`config.mk`:
```
export PLATFORM = sky130hd
export DESIGN_NAME = alu_muldiv_seq_flat
export DESIGN_NICKNAME = d
export VERILOG_FILES = /design/src/rtl/alu_pkg.sv /design/src/rtl/alu_muldiv_seq_if.sv /design/src/rtl/muldiv_sign_fix.sv /design/src/rtl/alu_muldiv_seq.sv /design/src/flat_wrapper.sv
export SDC_FILE = /design/constraint.sdc
export NUM_CORES = 1
export LEC_CHECK = 0
export ABC_AREA = 1
export CAP_MARGIN = 20
export CORE_ASPECT_RATIO = 0.7
export CORE_MARGIN = 3
export CORE_UTILIZATION = 27
export CTS_BUF_LIST = sky130_fd_sc_hd__clkbuf_4
export CTS_CLUSTER_SIZE = 16
export DETAILED_ROUTE_END_ITERATION = 10
export GPL_TIMING_DRIVEN = 0
export PLACE_DENSITY_LB_ADDON = 0.15
export SLEW_MARGIN = 0
export SYNTH_ARGS = -nofsm -noshare
export SYNTH_HDL_FRONTEND = slang
export SYNTH_HIERARCHICAL = 1
export SYNTH_SLANG_ARGS = --single-unit
```
`constraint.sdc`:
```
create_clock -name iClk -period 3.4 [get_ports iClk]
set_clock_uncertainty 0.15 [all_clocks]
set_input_delay 1.02 -clock iClk [delete_from_list [all_inputs] [get_ports iClk]]
set_output_delay 1.02 -clock iClk [all_outputs]
set_load 0.01 [all_outputs]
```
`src/rtl/alu_pkg.sv`:
```
// Shared ALU function codes plus the op and state encodings of the sequential mul/div unit.
package alu_pkg;

  localparam logic [5:0] FUN_ADD = 6'b000000;
  localparam logic [5:0] FUN_SUB = 6'b000001;
  localparam logic [5:0] FUN_AND = 6'b011000;
  localparam logic [5:0] FUN_OR  = 6'b011110;
  localparam logic [5:0] FUN_XOR = 6'b010110;
  localparam logic [5:0] FUN_NOR = 6'b010001;
  localparam logic [5:0] FUN_A   = 6'b011010;
  localparam logic [5:0] FUN_SLL = 6'b100000;
  localparam logic [5:0] FUN_SRL = 6'b100001;
  localparam logic [5:0] FUN_SRA = 6'b100011;

  typedef enum logic [1:0] {
    OP_MULTU = 2'b00,
    OP_MULT  = 2'b01,
    OP_DIVU  = 2'b10,
    OP_DIV   = 2'b11
  } muldivOp_e;

  typedef enum logic [2:0] {
    ST_IDLE,
    ST_PREP,
    ST_ITER,
    ST_FIX,
    ST_DONE
  } muldivState_e;

  function automatic logic opIsDiv(input muldivOp_e op);
    return (op == OP_DIVU) || (op == OP_DIV);
  endfunction

  function automatic logic opIsSigned(input muldivOp_e op);
    return (op == OP_MULT) || (op == OP_DIV);
  endfunction

endpackage

```
`src/rtl/alu_muldiv_seq_if.sv`:
```
// Borrowed-ALU port: the mul/div unit requests the shared ALU and uses it only on granted cycles.
interface alu_muldiv_seq_if #(parameter int WIDTH = 32);

  logic             oAluReq;
  logic             iAluGnt;
  logic [WIDTH-1:0] oAluA;
  logic [WIDTH-1:0] oAluB;
  logic [5:0]       oAluFun;
  logic             oAluSign;
  logic [WIDTH-1:0] iAluS;
  logic             iAluV;

  modport master (
    output oAluReq, oAluA, oAluB, oAluFun, oAluSign,
    input  iAluGnt, iAluS, iAluV
  );

  modport slave (
    input  oAluReq, oAluA, oAluB, oAluFun, oAluSign,
    output iAluGnt, iAluS, iAluV
  );

endinterface

```
`src/rtl/muldiv_sign_fix.sv`:
```
// Conditional two's-complement: either a full double-width negate or independent half-width negates.
module muldiv_sign_fix #(
  parameter int WIDTH = 32
) (
  input  logic [2*WIDTH-1:0] val,
  input  logic               neg64,
  input  logic               negHi,
  input  logic               negLo,
  output logic [2*WIDTH-1:0] res
);

  always_comb begin
    res = val;
    if (neg64) begin
      res = -val;
    end else begin
      if (negHi) res[2*WIDTH-1:WIDTH] = -val[2*WIDTH-1:WIDTH];
      if (negLo) res[WIDTH-1:0]       = -val[WIDTH-1:0];
    end
  end

endmodule

```
`src/rtl/alu_muldiv_seq.sv`:
```
// Sequential MULT/MULTU/DIV/DIVU: shift-add multiply and restoring divide on magnitudes,
// borrowing the shared ALU for every add/subtract step.
module alu_muldiv_seq
  import alu_pkg::*;
#(
  parameter int WIDTH = 32,
  parameter int ITERS = 32
) (
  input  logic             iClk,
  input  logic             iRst,
  input  logic             iStart,
  input  logic [1:0]       iOp,
  input  logic [WIDTH-1:0] iA,
  input  logic [WIDTH-1:0] iB,
  output logic             oBusy,
  output logic             oDone,
  output logic [WIDTH-1:0] oHi,
  output logic [WIDTH-1:0] oLo,
  output logic             oDivZero,
  alu_muldiv_seq_if.master alu
);

  localparam int CNT_W = $clog2(ITERS);

  muldivState_e state, stateNxt;
  muldivOp_e    op;
  logic [WIDTH-1:0] opA, opB, magB;
  logic [WIDTH-1:0] hi, lo;          // product halves, or remainder/quotient
  logic [CNT_W-1:0] cnt;
  logic             negLo, negHi;    // negate quotient/product, negate remainder
  logic             isDivOp, signedOp, divByZero, lastIter;

  logic [2*WIDTH-1:0] fixIn, fixOut;
  logic               fixNeg64, fixNegHi, fixNegLo;

  logic             aluReq;
  logic [WIDTH-1:0] aluA, aluB;
  logic [5:0]       aluFun;

  assign isDivOp   = opIsDiv(op);
  assign signedOp  = opIsSigned(op);
  assign divByZero = isDivOp && (opB == '0);
  assign lastIter  = (cnt == CNT_W'(ITERS - 1));

  // PREP takes magnitudes of the latched operands; FIX applies the recorded sign corrections.
  always_comb begin
    fixIn    = {hi, lo};
    fixNeg64 = 1'b0;
    fixNegHi = 1'b0;
    fixNegLo = 1'b0;
    if (state == ST_PREP) begin
      fixIn    = {opA, opB};
      fixNegHi = signedOp & opA[WIDTH-1];
      fixNegLo = signedOp & opB[WIDTH-1];
    end else if (isDivOp) begin
      fixNegHi = negHi;
      fixNegLo = negLo;
    end else begin
      fixNeg64 = negLo;
    end
  end

  muldiv_sign_fix #(.WIDTH(WIDTH)) uSignFix (
    .val  (fixIn),
    .neg64(fixNeg64),
    .negHi(fixNegHi),
    .negLo(fixNegLo),
    .res  (fixOut)
  );

  always_ff @(posedge iClk) begin
    if (iRst) state <= ST_IDLE;
    else      state <= stateNxt;
  end

  always_comb begin
    stateNxt = state;
    aluReq   = 1'b0;
    aluA     = '0;
    aluB     = '0;
    aluFun   = FUN_ADD;
    unique case (state)
      ST_IDLE: if (iStart) stateNxt = ST_PREP;
      ST_PREP: stateNxt = divByZero ? ST_DONE : ST_ITER;
      ST_ITER: begin
        aluReq = 1'b1;
        aluB   = magB;
        if (isDivOp) begin
          aluFun = FUN_SUB;
          aluA   = {hi[WIDTH-2:0], lo[WIDTH-1]};
        end else begin
          aluA   = hi;
        end
        if (alu.iAluGnt && lastIter) stateNxt = ST_FIX;
      end
      ST_FIX:  stateNxt = ST_DONE;
      ST_DONE: stateNxt = ST_IDLE;
      default: stateNxt = ST_IDLE;
    endcase
  end

  assign oBusy        = (state != ST_IDLE);
  assign oDone        = (state == ST_DONE);
  assign alu.oAluReq  = aluReq;
  assign alu.oAluA    = aluA;
  assign alu.oAluB    = aluB;
  assign alu.oAluFun  = aluFun;
  assign alu.oAluSign = 1'b0;

  always_ff @(posedge iClk) begin
    if (iRst) begin
      op       <= OP_MULTU;
      opA      <= '0;
      opB      <= '0;
      magB     <= '0;
      hi       <= '0;
      lo       <= '0;
      cnt      <= '0;
      negLo    <= 1'b0;
      negHi    <= 1'b0;
      oHi      <= '0;
      oLo      <= '0;
      oDivZero <= 1'b0;
    end else begin
      unique case (state)
        ST_IDLE: if (iStart) begin
          op  <= muldivOp_e'(iOp);
          opA <= iA;
          opB <= iB;
        end
        ST_PREP: begin
          cnt   <= '0;
          hi    <= '0;
          lo    <= fixOut[2*WIDTH-1:WIDTH];
          magB  <= fixOut[WIDTH-1:0];
          negLo <= fixNegHi ^ fixNegLo;
          negHi <= fixNegHi;
          if (divByZero) begin
            oHi      <= opA;
            oLo      <= '1;
            oDivZero <= 1'b1;
          end
        end
        ST_ITER: if (alu.iAluGnt) begin
          cnt <= cnt + 1'b1;
          if (isDivOp) begin
            // Restoring step: keep the difference when the shifted remainder covers |B|.
            if (hi[WIDTH-1] | ~alu.iAluV) begin
              hi <= alu.iAluS;
              lo <= {lo[WIDTH-2:0], 1'b1};
            end else begin
              hi <= aluA;
              lo <= {lo[WIDTH-2:0], 1'b0};
            end
          end else if (lo[0]) begin
            hi <= {alu.iAluV, alu.iAluS[WIDTH-1:1]};
            lo <= {alu.iAluS[0], lo[WIDTH-1:1]};
          end else begin
            hi <= {1'b0, hi[WIDTH-1:1]};
            lo <= {hi[0], lo[WIDTH-1:1]};
          end
        end
        ST_FIX: begin
          oHi      <= fixOut[2*WIDTH-1:WIDTH];
          oLo      <= fixOut[WIDTH-1:0];
          oDivZero <= 1'b0;
        end
        default: ;
      endcase
    end
  end

endmodule
```
`src/flat_wrapper.sv`:
```
// flat-port wrapper written by rule: the top's interface ports become plain ports
module alu_muldiv_seq_flat import alu_pkg::*;
#(
  parameter int WIDTH = 32,
  parameter int ITERS = 32
)
  (iClk, iRst, iStart, iOp, iA, iB, oBusy, oDone, oHi, oLo, oDivZero, alu_oAluReq, alu_oAluA, alu_oAluB, alu_oAluFun, alu_oAluSign, alu_iAluGnt, alu_iAluS, alu_iAluV);
  alu_muldiv_seq_if #(.WIDTH(WIDTH)) alu_i ();
  input  logic iClk;
  input  logic iRst;
  input  logic iStart;
  input  logic [1:0] iOp;
  input  logic [WIDTH-1:0] iA;
  input  logic [WIDTH-1:0] iB;
  output logic oBusy;
  output logic oDone;
  output logic [WIDTH-1:0] oHi;
  output logic [WIDTH-1:0] oLo;
  output logic oDivZero;
  output wire logic [$bits(alu_i.oAluReq)-1:0] alu_oAluReq;
  output wire logic [$bits(alu_i.oAluA)-1:0] alu_oAluA;
  output wire logic [$bits(alu_i.oAluB)-1:0] alu_oAluB;
  output wire logic [$bits(alu_i.oAluFun)-1:0] alu_oAluFun;
  output wire logic [$bits(alu_i.oAluSign)-1:0] alu_oAluSign;
  input wire logic [$bits(alu_i.iAluGnt)-1:0] alu_iAluGnt;
  input wire logic [$bits(alu_i.iAluS)-1:0] alu_iAluS;
  input wire logic [$bits(alu_i.iAluV)-1:0] alu_iAluV;
  assign alu_oAluReq = alu_i.oAluReq;
  assign alu_oAluA = alu_i.oAluA;
  assign alu_oAluB = alu_i.oAluB;
  assign alu_oAluFun = alu_i.oAluFun;
  assign alu_oAluSign = alu_i.oAluSign;
  assign alu_i.iAluGnt = alu_iAluGnt;
  assign alu_i.iAluS = alu_iAluS;
  assign alu_i.iAluV = alu_iAluV;
  alu_muldiv_seq #(.WIDTH(WIDTH), .ITERS(ITERS)) u_core (.iClk(iClk), .iRst(iRst), .iStart(iStart), .iOp(iOp), .iA(iA), .iB(iB), .oBusy(oBusy), .oDone(oDone), .oHi(oHi), .oLo(oLo), .oDivZero(oDivZero), .alu(alu_i));
endmodule
```
# After elaboration in Yosys (flattened, before gate mapping)
# Index checks and enable logic that the tools add are counted.
# totals
ff_bits	237
latch_bits	0
ram_bits	0
romBits	0
input_bits	103
out_inout_bits	139
wordCells	85
mem_count	0
# op_classes
n_addsub	4
mul	0
div_mod_pow	0
magnitude_cmp	0
n_eq_ne	12
n_shift	0
n_mux	38
n_bitwise	5
n_reduce_logical	13
# op_table
operator	count
$mux W32	14
$pmux W32 S2	4
$mux W64	2
$neg A32 Y32	2
$neg A64 Y64	1
$logic_not A32 Y1	1
$pmux W3 S4	1
$mux W1	10
$pmux W5 S2	1
$mux W3	3
$reduce_and A2 Y1	4
$eq A3 B2 Y1 const B	2
$mux W6	1
$add A5 B1 Y5 const B	1
$eq A5 B5 Y1 const B	1
$mux W5	1
$eq A2 B2 Y1 const B	2
$ne A2 B1 Y1 const B	2
$ne A2 B2 Y1 const B	2
$reduce_bool A2 Y1	2
$eq A3 B1 Y1 const B	1
$eq A3 B3 Y1 const B	1
$logic_not A3 Y1	1
$reduce_bool A3 Y1	1
other kinds (8)	11

# Depth between registers and ports, before layout
# Gate-level depths: netlist of the first run.
# depth
ltp_word	8
ltp_mapped	23
ltp_nobuf	20

# Cells and area by module
# The synthesis of the first run kept the hierarchy.
# by_module_without_submodules
module	instances	cells_each	area_each_um2
alu_muldiv_seq	1	1911	12303.0
muldiv_sign_fix	1	673	2971.6

# Least setup slack after synthesis of the first run
# Ideal clock, no wire load.
# synth_timing
path_kind	flip-flop to flip-flop
start	register u_core.state[1]
end	register u_core.oHi[30]
arrival_ns	2.668
required_ns	3.135
slack_ns	0.467
stages_incl_launch_ff	22
period_less_slack_ns	2.933
path_cell_list	dfxtp_1 inv_2 nand3_1 buf_2 buf_2 clkbuf_1 o21ai_0 inv_1 ha_1 inv_1 nor3_1 nand2_1 nor2_1 nand2_1 nand2_1 nand2_1 nand2_1 nand2_1 nand2_1 o21ai_0 a21oi_1 nor2_1
# synth_via
elab_chain_len	6
# synth_rtl
item	line	text
from (decl)	alu_muldiv_seq.sv:25	muldivState_e state, stateNxt;
from (signal assigned)	alu_muldiv_seq.sv:73	else state <= stateNxt;
$eq A3 B1 Y1 *	alu_muldiv_seq.sv:51	if (state == ST_PREP) begin
$mux W64 *	alu_muldiv_seq.sv:51	
named net u_core.fixIn[32]	alu_muldiv_seq.sv:33	logic [2*WIDTH-1:0] fixIn, fixOut;
$neg A32 Y32	muldiv_sign_fix.sv:17	if (negHi) res[2*WIDTH-1:WIDTH] = -val[2*WIDTH-1:WIDTH];
$mux W32	muldiv_sign_fix.sv:17	
$mux W64 *	muldiv_sign_fix.sv:14	if (neg64) begin
named net u_core.fixOut[62]	alu_muldiv_seq.sv:33	
$pmux W32 S2 *	alu_muldiv_seq.sv:125	unique case (state)
to (signal assigned)	alu_muldiv_seq.sv:139	oHi <= opA;
to (signal assigned)	alu_muldiv_seq.sv:164	oHi <= fixOut[2*WIDTH-1:WIDTH];
to (decl)	alu_muldiv_seq.sv:17	output logic [WIDTH-1:0] oHi,
# The timed path passes the listed nets; every way through them passes the cells marked *.
# A chain may end at the register's enable or synchronous reset.

# Worst setup path in the final report of the first run
# layout_timing
start	register u_core.state[0]
end	output port alu_oAluA[0]
# layout_via
elab_chain_len	2
# layout_rtl
item	line	text
$eq A3 B2 Y1	alu_muldiv_seq.sv:82	unique case (state)
$mux W32	alu_muldiv_seq.sv:82	
to (decl)	flat_wrapper.sv:21	output wire logic [$bits(alu_i.oAluA)-1:0] alu_oAluA;
# No other way between the ends.

==> results.md, run 1 <==
- Outcome: finished, violations left
- Failing checks: negative setup slack
- Main area contributors after synthesis: dfxtp_1 (31%), nand2_1 (18%), o21ai_0 (10%)
- Critical path's slowest cell: dfxtp_4
- Sequential fraction of the synthesis area: 31.06%
- Syn Std Cell Area: 15270 µm²
- Hold_buf cts: 0
- Vias in the first global route: approximately 18000
- Final slew viol count: 0
- Share of cells above drive strength 1: 23.80%
- Worst-path clk slew: 0.07 ns
- Pin count of the biggest net entering global routing: 11
- Gate Count Post-Synth: 2584
- Top-count cell post-synth: nand2_1
- Leak: 9.884 nW
- Design area: roughly 22000 µm²
- Drt initial violations: about 2300
- Setup crit end kind: primary output
- Worst Path Arrival: about 2.3 ns
- WHS: 0.3109 ns
- Hold Crit Class: reg -> reg
- CP peak stage delay: roughly 0.37 ns
- Die width: 290.3 µm
- Area share of the largest cell type after synthesis: between 30% and 40%
- Post-synthesis register bit count: 237
- Worst Setup Path Type: reg -> out
- Endpoints failing hold: 0
- RSZ-0062 raised after global routing: yes
- Avg Inst Size Synth: ~5.9 µm²
- Die Ht: 205 µm
- Total Nets Final: 3149
- Drt wl/cell: 21.86 µm
- Pre-CTS WS: -1.533 ns
- Overall Power: ~14 mW
- First-pass GRT wire length: about 120000 µm
- Vias/cell: 5.142
- Initial antenna violation count: 3
- Top Ports: 242
- Worst-Skew Late Latency: 0.82 ns
- Post-synth cell types: 39
- CP cell instances: nor2_4, inv_4, nor2_8, buf_12, buf_8, buf_6, buf_6, o211ai_1, inv_1, buf_6
- # setup viols final: 1
- Layout fillers: between 6000 and 7000
- Rel. slew slack: 29.79%
- Sequential fraction of design power: 24.7%
- Grt ovf: 0
- TritonRoute pass-1 iters: 6
- Hpwl dp: 65650 µm
- Bufs on Longest Clock Path: 3
- Fin crit period: 3.415 ns
- Switching share of power: around half
- Total routed wirelength: around 84000 µm
- CP required: 2.23 ns
- Warnings, synthesis: 6
- Routed Antenna Nets: 0
- PD cells: 609.2 nW/µm²
- Cell taking the most area after synthesis: dfxtp_1
- Post-synth EDFFs: 0
- Post-DP Area: 18590 µm²
- Starting density of the core: 27.48%
- CTS tree: done
- Pint: 7.084 mW
- Number of CTS-inserted buffers: 71
- Achievable Freq: 292.8 MHz
- Worst setup margin: -0.01549 ns
- Area growth, synth to finish: 46.64%
- Final core utilization: 40.30%
- # rows: between 70 and 80
- Top post-synthesis cells by count: nand2_1 (718), o21ai_0 (310), nor2_1 (302), inv_1 (299), dfxtp_1 (237)
- Core Region: 55580 µm²
- Clock power frac: just over 20%
- Via count: 19680
- Worst Tran Pin Value: ~1.1 ns
- NetSw: approximately 6.6 mW
- Die area: 59510 µm²
- Primary FF master, synth: dfxtp_1
- Root Buffer: clkbuf_4
- Global Route Usage Sum: 26.97%
- Final GP Congestion: 0.9524
- Async set-reset flop share out of synthesis: 0%
- Fin crit share: 100.5%
- CTS H-tree lvls: 3
- Buffers on Ports: 234
- Clock sink total: 237
- Max FO, Critical Path: 4
- Peak VDD IR: 0.2294 mV
- Most common cell on crit path: buf_6
- Logic pwr share: 54.7%
- Drt drc: 0
- Max cap viols: 0
- Crit start category: flop
[logic make-up after synthesis]
| family | share of synthesized area, % |
|---|---|
| other cells | 0.02455 |
| simple gates | 33.24 |
| compound gates | 20.90 |
| flops | 31.06 |
| buf+inv | 12.26 |
| xor+xnor | 2.179 |
| fa+ha+maj | 0.3277 |
[worst max-delay path: cells and delay by family (launching register included)]
| kind | cells | cell delay (ns) |
|---|---|---|
| AO/OA/AOI/OAI | 1 | 0.15 |
| AND/OR/NAND/NOR | 2 | 0.22 |
| buffers and inverters | 7 | 0.68 |
| flip-flops | 1 | 0.37 |
[metal layers]
metal / share of wire (%) / global-route usage (%) / vias up
li1: - / - / 9213
met1: 47 / 40.58 / 9425
met2: 41 / 38.17 / 943
met3: 11 / 6.784 / 102
met4: 1.6 / 5.809 / 0
met5: 0 / 0 / -
[per-stage QoR]
stage | setup TNS [ns] | instances
after floorplan | 0 | 2589
after global placement | -120.83 | 3563
after detailed placement | -119.77 | 3566
after CTS | -6.216 | 3788
after global routing | -6.419 | 3825
final | -0.01549 | 3828
[what timing repair did]
action | 4_1_cts | 5_1_grt
hold endpoints to repair | 0 | 0
resized for setup | 650 | 261
cloned | 6 | 1
endpoints found under the setup margin | 191 | 159
buffers inserted | 101 | 48
pin swaps | 53 | 68
[registers in the layout, summed over array words and instances, names as in the netlist]
register and flops:
u_core/negLo 1, u_core/magB 32, u_core/opB 32, u_core/op 2
u_core/oHi 32, u_core/oLo 32, u_core/state 3, u_core/lo 32
u_core/hi 32, u_core/cnt 5, u_core/negHi 1, u_core/oDivZero 1
u_core/opA 32
[worst paths after layout]
path	from	end	slack (ns)	depth (start not counted)
setup reg to reg	u_core/state[2]	u_core/oHi[15]	0.03	19
hold reg to reg	u_core/magB[15]	u_core/magB[15]	0.31	2
hold / removal	u_core/magB[15]	u_core/magB[15]	0.31	2
setup / recovery	u_core/state[0]	alu_oAluA[0]	-0.02	10
[layout make-up]
type	instances	area, µm²	area share [%]
Multi-Input combinational cell	1877	10130	45.21
Sequential cell	237	4755	21.23
Timing Repair Buffer	380	3457	15.43
Inverter	306	1159	5.173
Buffer	169	1114	4.972
Tap cell	740	925.9	4.134
Clock buffer	96	720.7	3.218
Clock inverter	19	131.4	0.5865
Antenna cell	4	10.01	0.04469
[layout by cell type, fill, tap and decap left out, types with 12 or more instances in the layout]
cell / count
o21ai_2: 49
o21ai_0: 229
nor2_1: 197
buf_6: 47
nor2_4: 57
dfxtp_1: 233
nand2_2: 52
buf_4: 129
nand3_2: 12
o21ai_1: 30
clkbuf_1: 90
clkinv_1: 16
nand2_4: 24
nand3b_1: 34
o211ai_1: 37
a21oi_1: 188
nand3_1: 75
clkbuf_4: 99
buf_2: 66
or2_2: 21
nor2_2: 68
xor2_1: 20
a31oi_1: 47
clkdlybuf4s50_1: 168
inv_1: 282
nand2_1: 647
nand4_1: 20
inv_2: 20
[power by group through the flow]
stage / combinational [mW] / sequential, mW / clock, mW
finish: 7.46 / 3.37 / 2.82
global route: 7.92 / 3.40 / 3.06
CTS: 6.51 / 3.36 / 2.91
detailed placement: 5.53 / 3.41 / 0
global placement: 5.52 / 3.41 / 0
floorplan: 3.32 / 3.34 / 0
No activity file was read; power rests on OpenSTA's default activity.
==> inputs of run 2 (changes only) <==
--- a/config.mk
+++ b/config.mk
@@ -7,8 +7,10 @@
 export LEC_CHECK = 0
 export ABC_AREA = 1
 export CAP_MARGIN = 20
+export CELL_PAD_IN_SITES_DETAIL_PLACEMENT = 0
+export CELL_PAD_IN_SITES_GLOBAL_PLACEMENT = 2
 export CORE_ASPECT_RATIO = 0.7
-export CORE_MARGIN = 3
+export CORE_MARGIN = 5
 export CORE_UTILIZATION = 27
 export CTS_BUF_LIST = sky130_fd_sc_hd__clkbuf_4
 export CTS_CLUSTER_SIZE = 16
==> run 2 against run 1 <==
  * Power grew 2.9%
  * Fmax is 0.27% lower
  * Register-to-register slack about the same
  * Combinational power rose by 6.8%
  * Non-clock buffer count up 70
  * Critical path depth unchanged
  * The flow still finishes with violations (negative setup slack)
  * Via count grew 0.82%
  * Routed wire length is 4.3% higher
  * Sequential share of layout area shrank 1.0 points
  * Count of clock-buffer cells in the layout fell by 1
  * First-iteration DRC count fell by 6.8%
  * Critical endpoint is now alu_oAluA[24]
==> results.md, run 2 (same netlist as run 1, synthesis figures left out) <==
- Final slew viol count: 0 (unchanged)
- Design area: 23520 µm² (+5.0%)
- Drt drc: 0 (unchanged)
- Drt initial violations: 2118 (-6.8%)
- Die Ht: 209 µm (+2.0%)
- PD cells: 597.0 nW/µm² (-2.0%)
- Fin crit share: 100.7% (+0.28 points)
- Most common cell after layout, fill and taps aside: nand2_1
- Logic pwr share: 56.7% (+2.0 points)
- Switching share of power: 48.63% (+0.55 points)
- Worst-path clk slew: 0.06 ns (about the same)
- First-pass GRT wire length: 123800 µm (+3.8%)
- # setup viols final: 6 (+5)
- Fin crit period: 3.425 ns (+0.009362 ns)
- Hpwl dp: 67410 µm (+2.7%)
- Worst setup margin: -0.02486 ns (-0.009362 ns)
- Grt ovf: 0 (unchanged)
- Pre-CTS WS: -1.609 ns (-0.07675 ns)
- Final core utilization: 41.74% (+1.4 points)
- Worst Tran Pin Value: 1.108 ns (+0.05442 ns)
- FF-to-FF setup slack: 0.03 ns (about the same)
- Max FO, Critical Path: 3 (-1)
- Clock power frac: 19.4% (-1.2 points)
- Hold Crit Endpoint: u_core/negHi
- Total Nets Final: 3216 (+2.1%)
- Top Ports: 242 (unchanged)
- TritonRoute pass-1 iters: 8 (+2)
- Max cap viols: 0 (unchanged)
- Vias/cell: 5.082 (-1.2%)
- Share of cells above drive strength 1: 27.18% (+3.4 points)
- Final GP Congestion: 0.9561 (+0.39%)
- Drt wl/cell: 22.35 µm (+2.2%)
- Worst Setup Path Type: reg -> out
- Die width: 294.3 µm (+1.4%)
- Pint: 7.213 mW (+1.8%)
- Setup TNS: -0.08018 ns (-0.06469 ns)
- Achievable Freq: 292.0 MHz (-0.27%)
- Global Route Usage Sum: 26.95% (-0.028 points)
- Number of CTS-inserted buffers: 67 (-5.6%)
- Starting density of the core: 27.10% (-0.38 points)
- CTS H-tree lvls: 3 (unchanged)
- # rows: 73 (+1.4%)
- Setup crit end kind: primary output
- Endpoints failing hold: 0 (unchanged)
- Area growth, synth to finish: 53.99%
- Total routed wirelength: 87260 µm (+4.3%)
- Most used routing layer: met1
- RSZ-0062 raised after global routing: yes
- Commonest cells after routing, fill and taps aside: nand2_1 (623), inv_1 (281), dfxtp_1 (233)
- Crit start category: flop
- Peak VDD IR: 0.2633 mV (+15%)
- GRT met3 Usage: 5.567% (-1.2 points)
- Buffers on Ports: 234 (unchanged)
- Hold Crit Class: reg -> reg
- Routed Antenna Nets: 0 (unchanged)
- Core Region: 56360 µm² (+1.4%)
- Initial antenna violation count: 6 (+3)
- Overall Power: 14.04 mW (+2.9%)
- HP Start: u_core/negHi
- Worst-Skew Late Latency: 0.79 ns (-0.03 ns)
- Outcome: finished, violations left
- Via count: 19850 (+0.82%)
- Met1 Usage GRT: 42.22% (+1.6 points)
- Vias in the first global route: 18560 (+2.2%)
- CTS tree: done
- Failing checks: negative setup slack
- Reg2reg end: u_core/hi[24]
- Pin count of the biggest net entering global routing: 11 (unchanged)
- Worst Hold Depth: 2 (unchanged)
- Die area: 61510 µm² (+3.4%)
- Register-to-Register Path Depth: 23 (+4)
- Leak: 10.28 nW (+4.0%)
- R2r startpoint: u_core/state[2]
- NetSw: 6.829 mW (+4.1%)
- Post-DP Area: 18600 µm² (about the same)
- Met2 usage: 37.39% (-0.78 points)
- Sequential fraction of design power: 23.9% (-0.8 points)
- Clock sink total: 237 (unchanged)
- Rel. slew slack: 26.16% (-3.6 points)
- Root Buffer: clkbuf_4
- Bufs on Longest Clock Path: 3 (unchanged)
- Worst Path Arrival: 2.25 ns (about the same)
- CP required: 2.23 ns (about the same)
- Hold_buf cts: 0 (unchanged)
## run 2: cell count changes in the layout (fill, tap and decap cells not counted), sizes merged
cell	previous run	this run
clkdlybuf4s15	1	2
clkbuf	206	203
nor2	323	324
bufbuf	0	1
buf	270	340
diode	4	2
bufinv	2	1
## run 2: routing by layer
| metal | vias to the layer above | share of wire, % |
|---|---|---|
| li1 | 9341 | - |
| met1 | 9475 | 49 |
| met2 | 887 | 40 |
| met3 | 138 | 9.1 |
| met4 | 4 | 2.1 |
| met5 | - | 0.021 |
## run 2: power by group through the flow
stage               Clock (mW)  Combinational, mW  Sequential, mW
global placement             0               5.68            3.40
floorplan                    0               3.32            3.34
finish                    2.72               7.97            3.36
detailed placement           0               5.66            3.41
CTS                       2.81               6.85            3.35
global route              2.96               8.44            3.39
## run 2: timing repair
action                                  in CTS  in global routing
cloned                                       5                  6
pin swaps                                   58                 74
buffers inserted                           177                 43
gates resized for setup                    735                325
endpoints found under the setup margin     189                161
## run 2: per-stage QoR
stage	hold WS (ns)	std cells
2_1_floorplan	0.2800	2589
3_3_place_gp	0.2900	3573
3_5_place_dp	0.3013	3576
4_1_cts	0.3173	3869
5_1_grt	0.3575	3905
6_report	0.3253	3905
## run 2: cell type report
class,count,area (µm²)
clock buffers,95,713.2
plain buffers,165,1099
flip-flops and latches,237,4755
repair buffers,454,4148
inverters,306,1175
well taps,750,938.4
diodes,2,5.005
multi-input cells,1878,10590
fillers,6125,32830
clock inverters,18,98.84
## run 2: critical path, cell delays in order (launching register included)
cell and delay (ns):
dfxtp_2 0.33, nor2_4 0.14, inv_4 0.08, nor2_4 0.18
buf_6 0.16, buf_6 0.10, buf_6 0.08, o211ai_1 0.10
buf_4 0.17, inv_2 0.05, buf_6 0.09
## run 2: how the worst max path moves through the flow
stage,from,endpoint,slack (ns)
after global routing,u_core/state[2],alu_oAluA[24],-0.15
final,u_core/state[2],alu_oAluA[24],-0.02
after CTS,u_core/state[0],alu_oAluB[27],-0.08
after global placement,u_core/state[1],u_core/oHi[12],-1.63
after detailed placement,u_core/state[1],u_core/oHi[12],-1.61
after floorplan,u_core/state[1],u_core/oHi[30],0.47
==> inputs of run 3 (changes only) <==
--- a/config.mk
+++ b/config.mk
@@ -6,7 +6,6 @@
 export NUM_CORES = 1
 export LEC_CHECK = 0
 export ABC_AREA = 1
-export CAP_MARGIN = 20
 export CELL_PAD_IN_SITES_DETAIL_PLACEMENT = 0
 export CELL_PAD_IN_SITES_GLOBAL_PLACEMENT = 2
 export CORE_ASPECT_RATIO = 0.7
==> run 3 against run 2 <==
  * The flow still finishes with violations (negative setup slack)
  * Sequential power hardly changed
  * First-iteration DRC count is 2.9% lower
  * Sequential share of layout area is 0.21 points higher
  * Flip-flop and latch count stayed put
  * Critical endpoint is now alu_oAluB[20]
==> results.md, run 3 (same netlist as run 1, synthesis figures left out) <==
- Outcome: finished, violations left
- Failing checks: negative setup slack
- Pin count of the biggest net entering global routing: 11 (unchanged)
- Fin crit period: 3.406 ns (-0.01866 ns)
- Hold Crit Class: reg -> reg
- Peak VDD IR: 0.1912 mV (-27%)
- Via count: 19650 (-1.0%)
- Achievable Freq: 293.6 MHz (+0.55%)
- Global Route Usage Sum: 27.04% (+0.095 points)
- TritonRoute pass-1 iters: 8 (unchanged)
- Placed Cells: 3573 (-0.084%)
- Initial antenna violation count: 5 (-1)
- Total routed wirelength: 87230 µm (about the same)
- Drt drc: 0 (unchanged)
- Hpwl dp: 67270 µm (-0.20%)
- Max cap viols: 0 (unchanged)
- Worst-path clk slew: 0.06 ns (about the same)
- Setup crit end kind: primary output
- Register-to-Register Path Depth: 5 (-78%)
- PD cells: 599.3 nW/µm² (+0.39%)
- Fin crit share: 100.2% (-0.55 points)
- Top Ports: 242 (unchanged)
- Worst-Skew Late Latency: 0.79 ns (about the same)
- Area growth, synth to finish: 52.38%
- Routed Antenna Nets: 0 (unchanged)
- Drt wl/cell: 22.33 µm (about the same)
- Endpoints failing hold: 0 (unchanged)
- Buffers on Ports: 234 (unchanged)
- Starting density of the core: 27.10% (unchanged)
- Hold Crit Endpoint: u_core/magB[3]
- FF-to-FF setup slack: 0.02 ns (about the same)
- Bufs on Longest Clock Path: 3 (unchanged)
- # setup viols final: 1 (-5)
- CTS H-tree lvls: 3 (unchanged)
- Clock sink total: 237 (unchanged)
- RSZ-0062 raised after global routing: yes
- Reg2reg end: u_core/state[2]
- Vias/cell: 5.028 (-1.1%)
- Share of cells above drive strength 1: 26.90% (-0.29 points)
- # rows: 73 (unchanged)
- Final non-filler cell total: 3907 (+0.051%)
- Rel. slew slack: 14.63% (-12 points)
- Die width: 294.3 µm (unchanged)
- CTS tree: done
- Final slew viol count: 0 (unchanged)
- Max FO, Critical Path: 7 (+4)
- Worst Hold Depth: 2 (unchanged)
- Most common cell after layout, fill and taps aside: nand2_1
- Die area: 61510 µm² (unchanged)
- Leak: 10.21 nW (-0.67%)
- Crit start category: flop
- Total Nets Final: 3217 (+0.031%)
- R2r startpoint: u_core/state[0]
- Worst Tran Pin Value: 1.281 ns (+0.1731 ns)
- Overall Power: 13.95 mW (-0.66%)
- Worst Setup Path Type: reg -> out
- Core Region: 56360 µm² (unchanged)
- Commonest cells after routing, fill and taps aside: nand2_1 (621), inv_1 (284), dfxtp_1 (233)
- Worst setup margin: -0.006200 ns (+0.01866 ns)
- Grt ovf: 0 (unchanged)
- Worst Path Arrival: 2.24 ns (about the same)
- CP required: 2.23 ns (about the same)
- First-pass GRT wire length: 123900 µm (about the same)
- Number of CTS-inserted buffers: 68 (+1.5%)
- Drt initial violations: 2056 (-2.9%)
- HP Start: u_core/magB[3]
- Final GP Congestion: 0.9561 (unchanged)
- Vias in the first global route: 18600 (+0.21%)
- Layout fillers: 6101 (-0.39%)
- Die Ht: 209 µm (unchanged)
- Root Buffer: clkbuf_4
## run 3: layer usage
metal	up-vias	global-route usage, %	share of wire [%]
li1	9335	-	-
met1	9468	41.64	49
met2	746	37.99	41
met3	95	6.460	8.3
met4	2	5.478	1.6
met5	-	0	0.10
## run 3: worst max path at each step
stage                               start              to
after detailed placement  u_core/state[1]  u_core/oHi[12]
final                     u_core/state[2]   alu_oAluB[20]
after global routing      u_core/state[2]    alu_oAluB[1]
after floorplan           u_core/state[1]  u_core/oHi[30]
after CTS                 u_core/state[0]   alu_oAluA[31]
after global placement    u_core/state[1]  u_core/oHi[12]
## run 3: timing repair
action	CTS	global route
hold buffers	0	0
pin swaps	61	78
endpoints found under the setup margin	191	148
gates cloned	8	1
setup buffers	182	54
gates resized for setup	761	264
## run 3: metrics by stage
stage,hold slack (ns),cell area [µm²],util [%],setup TNS (ns),setup slack [ns]
floorplan,0.2800,15290,-,0,0.4673
global placement,0.2900,18570,32.96,-134.98,-1.632
detailed placement,0.2974,18570,32.96,-136.77,-1.597
CTS,0.3162,22240,39.46,-2.081,-0.08956
global route,0.3337,23270,41.29,-3.726,-0.1139
finish,0.3167,23280,41.30,-0.006200,-0.006200
## run 3: cell type report
type                            count  area (µm²)  area share [%]
Antenna cell                        4       10.01         0.04300
Buffer                            166        1086           4.666
Clock buffer                       98       735.7           3.161
Clock inverter                     15       57.56          0.2473
Inverter                          306        1164           4.999
Multi-Input combinational cell   1878       10510           45.16
Sequential cell                   237        4755           20.43
Tap cell                          750       938.4           4.032
Timing Repair Buffer              453        4018           17.26
## run 3: power by group
group	leakage, nW	total (mW)	switching, mW	internal (mW)
combinational	7.79	7.93	5.24	2.69
clock	0.482	2.67	1.35	1.31
sequential	1.94	3.36	0.224	3.13
## run 3: critical path, cell delays in order, from the launching register on
cell and delay (ns):
dfxtp_2 0.34, nor2_4 0.14, inv_4 0.07, nor2_8 0.15, buf_6 0.13, inv_6 0.04, clkbuf_16 0.17, clkbuf_16 0.19
nor2_4 0.09, buf_6 0.11
